<file path="config.mk">
export PLATFORM = sky130hd
export DESIGN_NAME = mmio_ctrl
export DESIGN_NICKNAME = d
export VERILOG_FILES = /design/src/rtl/mmio_pkg.sv /design/src/rtl/debounce_ch.sv /design/src/rtl/mmio_ctrl.sv
export SDC_FILE = /design/constraint.sdc
export NUM_CORES = 1
export LEC_CHECK = 0
export CAP_MARGIN = 15
export CORE_AREA = 2 2 145 119
export CTS_CLUSTER_SIZE = 24
export DETAILED_ROUTE_END_ITERATION = 8
export DIE_AREA = 0 0 147 121
export PLACE_DENSITY = 0.87
export SYNTH_ARGS = -nofsm -noshare
export SYNTH_HDL_FRONTEND = slang
export SYNTH_SLANG_ARGS = --single-unit
</file>
<file path="constraint.sdc">
create_clock -name clock -period 7.9 [get_ports clock]
set_input_delay 1.58 -clock clock [delete_from_list [all_inputs] [get_ports clock]]
set_output_delay 1.58 -clock clock [all_outputs]
set_load 0.02 [all_outputs]
</file>
<file path="src/rtl/mmio_pkg.sv">
// rtl/mmio_pkg.sv - register map and status layout shared by the mmio controller
package mmio_pkg;

  localparam int WIN_WORDS = 16;
  localparam int OFF_W     = $clog2(WIN_WORDS);

  localparam logic [OFF_W-1:0] OFF_LED     = 4'h0;
  localparam logic [OFF_W-1:0] OFF_STATUS  = 4'h1;
  localparam logic [OFF_W-1:0] OFF_TMR_CMP = 4'h2;
  localparam logic [OFF_W-1:0] OFF_TMR_CNT = 4'h3;
  localparam logic [OFF_W-1:0] OFF_IN_BASE = 4'h4;

  localparam int STAT_TMR_BIT = 0;
  localparam int STAT_IN_BASE = 1;

endpackage

</file>
<file path="src/rtl/debounce_ch.sv">
// rtl/debounce_ch.sv - one switch channel: two-flop synchroniser, debounce counter, stable register
module debounce_ch #(
  parameter int IN_WIDTH        = 8,
  parameter int DEBOUNCE_CYCLES = 16
) (
  input  logic                clock,
  input  logic                reset,
  input  logic [IN_WIDTH-1:0] raw,
  output logic [IN_WIDTH-1:0] stable,
  output logic                changed
);

  localparam int CNT_W = $clog2(DEBOUNCE_CYCLES);
  localparam logic [CNT_W-1:0] CNT_MAX = CNT_W'(DEBOUNCE_CYCLES - 1);

  logic [IN_WIDTH-1:0] sync1;
  logic [IN_WIDTH-1:0] sync2;
  logic [CNT_W-1:0]    cnt;

  // Pulses on the edge where stable takes the new value.
  assign changed = (sync2 != stable) && (cnt == CNT_MAX);

  always_ff @(posedge clock or posedge reset) begin
    if (reset) begin
      sync1  <= '0;
      sync2  <= '0;
      stable <= '0;
      cnt    <= '0;
    end else begin
      sync1 <= raw;
      sync2 <= sync1;
      if (sync2 == stable) begin
        cnt <= '0;
      end else if (changed) begin
        stable <= sync2;
        cnt    <= '0;
      end else begin
        cnt <= cnt + 1'b1;
      end
    end
  end

endmodule

</file>
<file path="src/rtl/mmio_ctrl.sv">
// rtl/mmio_ctrl.sv - I/O window decode, LED/status/timer registers and read path in front of the data RAM
module mmio_ctrl
  import mmio_pkg::*;
#(
  parameter int                    ADDR_WIDTH      = 12,
  parameter int                    DATA_WIDTH      = 32,
  parameter int                    NUM_IN          = 2,
  parameter int                    IN_WIDTH        = 8,
  parameter int                    LED_WIDTH       = 16,
  parameter logic [ADDR_WIDTH-1:0] IO_BASE         = 12'hFF0,
  parameter int                    DEBOUNCE_CYCLES = 16
) (
  input  logic                       clock,
  input  logic                       reset,
  input  logic                       wren,
  input  logic [ADDR_WIDTH-1:0]      address_dmem,
  input  logic [DATA_WIDTH-1:0]      data,
  output logic [DATA_WIDTH-1:0]      q_dmem,
  output logic                       ram_wEn,
  output logic [ADDR_WIDTH-1:0]      ram_addr,
  output logic [DATA_WIDTH-1:0]      ram_dataIn,
  input  logic [DATA_WIDTH-1:0]      ram_dataOut,
  input  logic [NUM_IN*IN_WIDTH-1:0] sw_in,
  output logic [LED_WIDTH-1:0]       led
);

  logic             hit;
  logic [OFF_W-1:0] off;
  logic             io_wr;

  assign hit   = (address_dmem[ADDR_WIDTH-1:OFF_W] == IO_BASE[ADDR_WIDTH-1:OFF_W]);
  assign off   = address_dmem[OFF_W-1:0];
  assign io_wr = wren && hit;

  assign ram_wEn    = wren && !hit;
  assign ram_addr   = address_dmem;
  assign ram_dataIn = data;

  logic [IN_WIDTH-1:0] in_stable [NUM_IN];
  logic [NUM_IN-1:0]   in_chg;

  for (genvar k = 0; k < NUM_IN; k++) begin : g_in
    debounce_ch #(
      .IN_WIDTH       (IN_WIDTH),
      .DEBOUNCE_CYCLES(DEBOUNCE_CYCLES)
    ) u_deb (
      .clock  (clock),
      .reset  (reset),
      .raw    (sw_in[k*IN_WIDTH +: IN_WIDTH]),
      .stable (in_stable[k]),
      .changed(in_chg[k])
    );
  end

  logic [LED_WIDTH-1:0]  led_q;
  logic [NUM_IN:0]       status_q;
  logic [DATA_WIDTH-1:0] tmr_cmp;
  logic [DATA_WIDTH-1:0] tmr_cnt;
  logic                  tmr_match;
  logic [NUM_IN:0]       sts_set;
  logic [NUM_IN:0]       sts_clr;

  assign led       = led_q;
  assign tmr_match = (tmr_cmp != '0) && (tmr_cnt == tmr_cmp);

  always_comb begin
    sts_set = '0;
    sts_set[STAT_TMR_BIT] = tmr_match;
    sts_set[STAT_IN_BASE +: NUM_IN] = in_chg;
    sts_clr = (io_wr && off == OFF_STATUS) ? data[NUM_IN:0] : '0;
  end

  always_ff @(posedge clock or posedge reset) begin
    if (reset) begin
      led_q    <= '0;
      status_q <= '0;
      tmr_cmp  <= '0;
      tmr_cnt  <= '0;
    end else begin
      if (io_wr && off == OFF_LED) led_q <= data[LED_WIDTH-1:0];
      // Set is ORed after the clear so a same-cycle event survives W1C.
      status_q <= (status_q & ~sts_clr) | sts_set;
      if (io_wr && off == OFF_TMR_CMP) begin
        tmr_cmp <= data;
        tmr_cnt <= '0;
      end else if (tmr_match) begin
        tmr_cnt <= '0;
      end else begin
        tmr_cnt <= tmr_cnt + 1'b1;
      end
    end
  end

  logic [DATA_WIDTH-1:0] rd_val;

  always_comb begin
    rd_val = '0;
    case (off)
      OFF_LED:     rd_val[LED_WIDTH-1:0] = led_q;
      OFF_STATUS:  rd_val[NUM_IN:0] = status_q;
      OFF_TMR_CMP: rd_val = tmr_cmp;
      OFF_TMR_CNT: rd_val = tmr_cnt;
      default: begin
        for (int k = 0; k < NUM_IN; k++) begin
          if (off == OFF_IN_BASE + OFF_W'(k)) rd_val[IN_WIDTH-1:0] = in_stable[k];
        end
      end
    endcase
  end

  logic                  hit_q;
  logic [DATA_WIDTH-1:0] rd_q;

  // hit_q resets to 1 so q_dmem reads the cleared rd_q, not the RAM, during reset.
  always_ff @(posedge clock or posedge reset) begin
    if (reset) begin
      hit_q <= 1'b1;
      rd_q  <= '0;
    end else begin
      hit_q <= hit;
      rd_q  <= rd_val;
    end
  end

  assign q_dmem = hit_q ? rd_q : ram_dataOut;

endmodule

</file>
==> impl_metrics.env <==
export IMPL_first_global_vias=6124
export IMPL_post_cts_buffers=0
export IMPL_tightestPinTransition_ns=1.03
export IMPL_dp_hpwl_um=14400
export IMPL_crit_slowest_cell="clkdlybuf4s50_1"
export IMPL_min_to="g_in[0].u_deb.sync2[1]"
export IMPL_outcome="complete, no violations"
export IMPL_layout_drive_gt1_share_pct=15.1
export IMPL_p_leak_nw=4.84
export IMPL_cpMostUsedCell="clkdlybuf4s50_1"
export IMPL_grt_pass1_wl_um=32900
export IMPL_layout_min_cycle_time_ns=4.80
export IMPL_period_share_pct=60.8
export IMPL_antenna_found_initial=0
export IMPL_hold_viol=0
export IMPL_timing_rr_end="tmr_cnt[10]"
export IMPL_ctsRootBufferMaster="clkbuf_16"
export IMPL_p_per_area_nw_per_um2=221
export IMPL_r2r_start="tmr_cnt[5]"
export IMPL_n_antenna_cell=0
export IMPL_fin_util_pct=64.3
export IMPL_rsz0062_at_grt="no"
export IMPL_layout_common_cells="clkdlybuf4s50_1 (187), dfrtp_1 (171), nand2_1 (108)"
export IMPL_nNetsFinal=953
export IMPL_syn_inst=724
export IMPL_antenna_left=0
export IMPL_place_detailed_instances=1054
export IMPL_synth_fp_nets=822
export IMPL_final_cells=1088
export IMPL_critPathArrivalTime_ns=3.22
export IMPL_worstPathCellList="clkdlybuf4s50_1 -> nand4_1 -> nor2_1 -> nor2b_1 -> clkdlybuf4s50_1"
export IMPL_first_pass_iters=6
export IMPL_fp_dieH_um=121
export IMPL_grtUsageTotal_pct=24.0
export IMPL_crit_path_max_incr_delay_ns=0.56
export IMPL_tns_ns=0
export IMPL_die_x_um=147
export IMPL_path_class="in2out"
export IMPL_slew_violations=0
export IMPL_synthToLayoutAreaGrowth_pct=28.6
export IMPL_clock_sinks=172
export IMPL_hp_class="reg2reg"
export IMPL_critPathTopFamily="buffers and inverters"
export IMPL_drt_iter0_markers=789
export IMPL_fmax_mhz=208
export IMPL_rrSetupSlack_ns=5.27
export IMPL_synth_seq_cells=172
export IMPL_place_area_um2=9840
export IMPL_timing_max_cap_violations=0
export IMPL_crit_path_end_kind="primary output"
export IMPL_routed_via_density=5.72
export IMPL_wl_per_cell_um=19.5
export IMPL_hold_depth=0
export IMPL_whs_ns=0.350
export IMPL_cp_buffers_inverters=2
export IMPL_rows=42
export IMPL_clk_insertion_delay_late_ns=0.43
export IMPL_post_cts_resized=0
export IMPL_maxSlewHeadroom_pct=31.0
export IMPL_die_area_um2=17800
export IMPL_grt_start_max_net_pins=88
export IMPL_synth_area_per_cell_um2=11.3
export IMPL_io_pins=188
export IMPL_critPathLaunchType="primary input"
export IMPL_ys_warnings_count=0
export IMPL_skew_ns=0.0129
export IMPL_gp_congestion=0.946
export IMPL_report_final_setup_viol=0
export IMPL_crit_required_ns=6.32
export IMPL_core_area_um2=16300
export IMPL_worstHoldStart="g_in[0].u_deb.sync1[1]"
export IMPL_cp_depth=5
export IMPL_synth_edf_count=0
export IMPL_cts_hold_fix_buffers=0
export IMPL_cts_max_level=4
export IMPL_async_flop_share_pct=100
export IMPL_cts_buffers_inserted=17
export IMPL_drcViolationCount=0
export IMPL_max_clock_path_buffers=2
export IMPL_initial_core_util_pct=50.0
export IMPL_synth_cell_type_count=40
export IMPL_ys_seq_area_share_pct=52.8
export IMPL_grt_overflow_total=0
export IMPL_cp_max_fo=6
export IMPL_syn_area_um2=8150
export IMPL_cts_tree="built"
export IMPL_vias=6219
export IMPL_mostFrequentLayoutCell="clkdlybuf4s50_1"
export IMPL_synth_main_ff_cell="dfrtp_1"
export IMPL_clk_pin_slew_ns=0.06
export IMPL_reg2regPathDepth=6
export IMPL_finalInstanceArea_um2=10500
export IMPL_port_buffers=187
export IMPL_wl_um=21200
export IMPL_peakVddDrop_mv=0.142
-- per-stage QoR --
step	power (mW)	setup slack (ns)
global placement	1.46	3.11
global route	2.41	3.01
finish	2.32	3.10
detailed placement	1.47	3.08
floorplan	1.33	1.66
CTS	2.32	3.08
-- per-layer routing --
layer	wire, um	track usage (%)	part of all wire [%]
met5	0	0	0
met2	10200	38.0	48
met4	467	7.39	2.2
met3	1840	6.65	8.7
met1	8680	32.5	41
-- final cells by class --
cell class,count,area (um2)
repair buffers,194,1960
inverters,8,35.0
clock buffers,18,429
well taps,220,275
fillers,1193,5810
multi-input cells,462,3310
flip-flops and latches,172,4310
clock inverters,14,160
-- state kept, by name (all words and copies together) (netlist names) --
name               cells
rd_q                  32
hit_q                  1
tmr_cmp               32
g_in.u_deb.sync1      16
g_in.u_deb.cnt         8
g_in.u_deb.stable     16
tmr_cnt               32
led                   16
g_in.u_deb.sync2      16
status_q               3
-- kinds of logic after synthesis --
family	count (synthesis)	share of synthesized area, %
AOI/OAI and AO/OA	51	4.70
xor gates and xnor gates	80	8.60
adders and majority gates	3	0.461
buffers and inverters	90	6.59
DFF	172	52.8
muxes	80	11.5
and+or+nand+nor	248	15.4
-- synthesized netlist by cell type (all sizes together), types with 2 or more instances --
cell type	number	area (um2)
clkbuf	16	61.3
and4	3	26.3
nor3b	2	26.3
nand3	13	65.1
nand4b	2	17.5
a21o	3	22.5
and3	7	43.8
mux4	3	67.6
nor4	18	134
a22oi	18	135
dfrtp	171	4280
a21oi	4	20.0
xnor2	25	219
xor2	55	482
ha	3	37.5
nor3	34	185
nand2	108	405
buf	66	445
nand4	25	175
nor2b	5	31.3
a22o	16	140
mux2	77	867
inv	8	30.0
nor2	26	97.6
a222oi	3	30.0
o21ai	7	35.0
-- worst max path at each step --
stage	startpoint	endpoint	slack, ns
global route	address_dmem[9]	ram_wEn	3.01
CTS	address_dmem[9]	ram_wEn	3.08
global placement	address_dmem[9]	ram_wEn	3.11
finish	address_dmem[9]	ram_wEn	3.10
detailed placement	address_dmem[3]	tmr_cnt[6]	3.08
floorplan	reset	g_in[0].u_deb.cnt[0]	1.66
-- power breakdown --
| group | switching (mW) | internal, mW |
|---|---|---|
| Sequential | 0.123 | 0.978 |
| Clock | 0.361 | 0.473 |
| Combinational | 0.171 | 0.214 |
| Total | 0.654 | 1.67 |
-- worst reg2reg max path: cells and delay by family, from the launching register on --
kind          cells  cell delay (ns)
xor+xnor          1             0.22
buf+inv           1             0.37
flops             1             0.47
simple gates      4             1.42
No activity file was read; power rests on OpenSTA's default activity.
==> patch, RTL diff (same flow settings) <==
`rd_q` no longer has a reset. Comments in the files are not updated.
--- a/src/rtl/mmio_ctrl.sv
+++ b/src/rtl/mmio_ctrl.sv
@@ -116,9 +116,11 @@
     if (reset) begin
       hit_q <= 1'b1;
-      rd_q  <= '0;
     end else begin
       hit_q <= hit;
-      rd_q  <= rd_val;
     end
+  end
+
+  always_ff @(posedge clock) begin
+    rd_q <= rd_val;
   end
 
Check against the original RTL: differs if reset is asserted again (counterexample within 4 cycles, from zero or initial values and one cycle with reset high); with reset held inactive, the same outputs for 4 cycles.
==> patch against the original RTL <==
Die area unchanged; sequential cell count unchanged; total power decreased by 4.2%; sequential power about the same; fmax increased by 1.0%; area after synthesis decreased by 2.0%; wire length decreased by 7.0%; clock power decreased by 9.7%; design area decreased by 2.4%; setup slack improved by 0.049 ns.
==> patch: results (changes against the original RTL) <==
| Metric | Value |
|---|---|
| GP Congestion | 0.939 (-0.76%) |
| Largest net degree at the start of global routing | 86 (-2.3%) |
| Drt first pass iters | 5 (-1) |
| CP startpoint | address_dmem[8] |
| Routed WL | 19,700 microns (-7.0%) |
| Distinct cells, synth | 41 (+2.5%) |
| Synth area leaders | dfrtp_1 44%, mux2_2 11%, dfxtp_1 8.0% |
| Mean Syn Cell Area | 11.0 sq um (-2.0%) |
| Status | complete, no violations |
| Vias in the first global route | 6,021 (-1.7%) |
| Mux cell area share after synthesis | 11.7% (+0.23 points) |
| Post-synthesis compound-gate area fraction | 4.79% (+0.094 points) |
| First-pass GRT wire length | 32,200 microns (-2.2%) |
| Slew margin rel. | 30.6% (-0.36 points) |
| Post-synth top cells | 139 x dfrtp_1, 108 x nand2_1, 77 x mux2_2, 55 x xor2_1, 48 x buf_4 |
| Total placed cells including tap cells | 1,056 (+0.19%) |
| Capture point of the worst reg-to-reg path | tmr_cnt[29]$_DFF_PP0_ |
| Dpl cell area | 9690 sq um (-1.5%) |
| Total track usage | 23.2% (-0.82 points) |
| Leak Pwr | 4.62 nW (-4.6%) |
| R2r setup slk | 5.42 ns (+0.15 ns) |
| Share of flip-flops with an asynchronous set or reset | 81.4% (-19 points) |
| Sequential-to-total area share from yosys stat | 51.9% (-0.95 points) |
| Share of post-route cells with drive strength above 1 | 15.2% (+0.12 points) |
| Worst r2r src | tmr_cmp[26]$_DFFE_PP0P_ |
| Peak VDD IR | 0.174 mV (+22%) |
| Hpwl dp | 14,000 microns (-3.2%) |
## patch: worst min-delay path by stage
stage,startpoint,end,slack [ns]
after floorplan,g_in[0].u_deb.sync1[0]$_DFF_PP0_,g_in[0].u_deb.sync2[0]$_DFF_PP0_,0.33
after global placement,g_in[1].u_deb.sync1[0]$_DFF_PP0_,g_in[1].u_deb.sync2[0]$_DFF_PP0_,0.33
after detailed placement,g_in[0].u_deb.sync1[1]$_DFF_PP0_,g_in[0].u_deb.sync2[1]$_DFF_PP0_,0.33
after CTS,g_in[1].u_deb.sync1[0]$_DFF_PP0_,g_in[1].u_deb.sync2[0]$_DFF_PP0_,0.35
after global routing,g_in[1].u_deb.sync1[0]$_DFF_PP0_,g_in[1].u_deb.sync2[0]$_DFF_PP0_,0.35
final,g_in[1].u_deb.sync1[3]$_DFF_PP0_,g_in[1].u_deb.sync2[3]$_DFF_PP0_,0.35
## patch: report_power, final
group / internal, mW / total [mW] / switching [mW] / leakage, nW
Combinational: 0.213 / 0.370 / 0.157 / 2.29
Sequential: 0.976 / 1.10 / 0.122 / 2.07
Clock: 0.400 / 0.753 / 0.353 / 0.259
## patch: per-layer routing
layer | up-vias | wire (microns) | GRT usage (%)
met5 | - | 0 | 0
met4 | 0 | 168 | 5.17
met1 | 2915 | 8820 | 33.0
li1 | 2741 | - | -
met2 | 269 | 9240 | 36.6
met3 | 12 | 1490 | 5.38
## patch: kinds of logic after synthesis
logic type	Yosys count
buffers and inverters	90
and+or+nand+nor	248
DFF	172
AOI/OAI and AO/OA	51
adders and majority gates	3
xor gates and xnor gates	80
muxes	80
## patch: cell type report
class                      instances  area [sq um]
clock buffer                      17           425
clock inverter                    15           101
fill                            1266          6070
inverter                           8          35.0
multi-input combinational        462          3310
sequential                       172          4150
tap                              220           275
timing repair buffer             194          1920
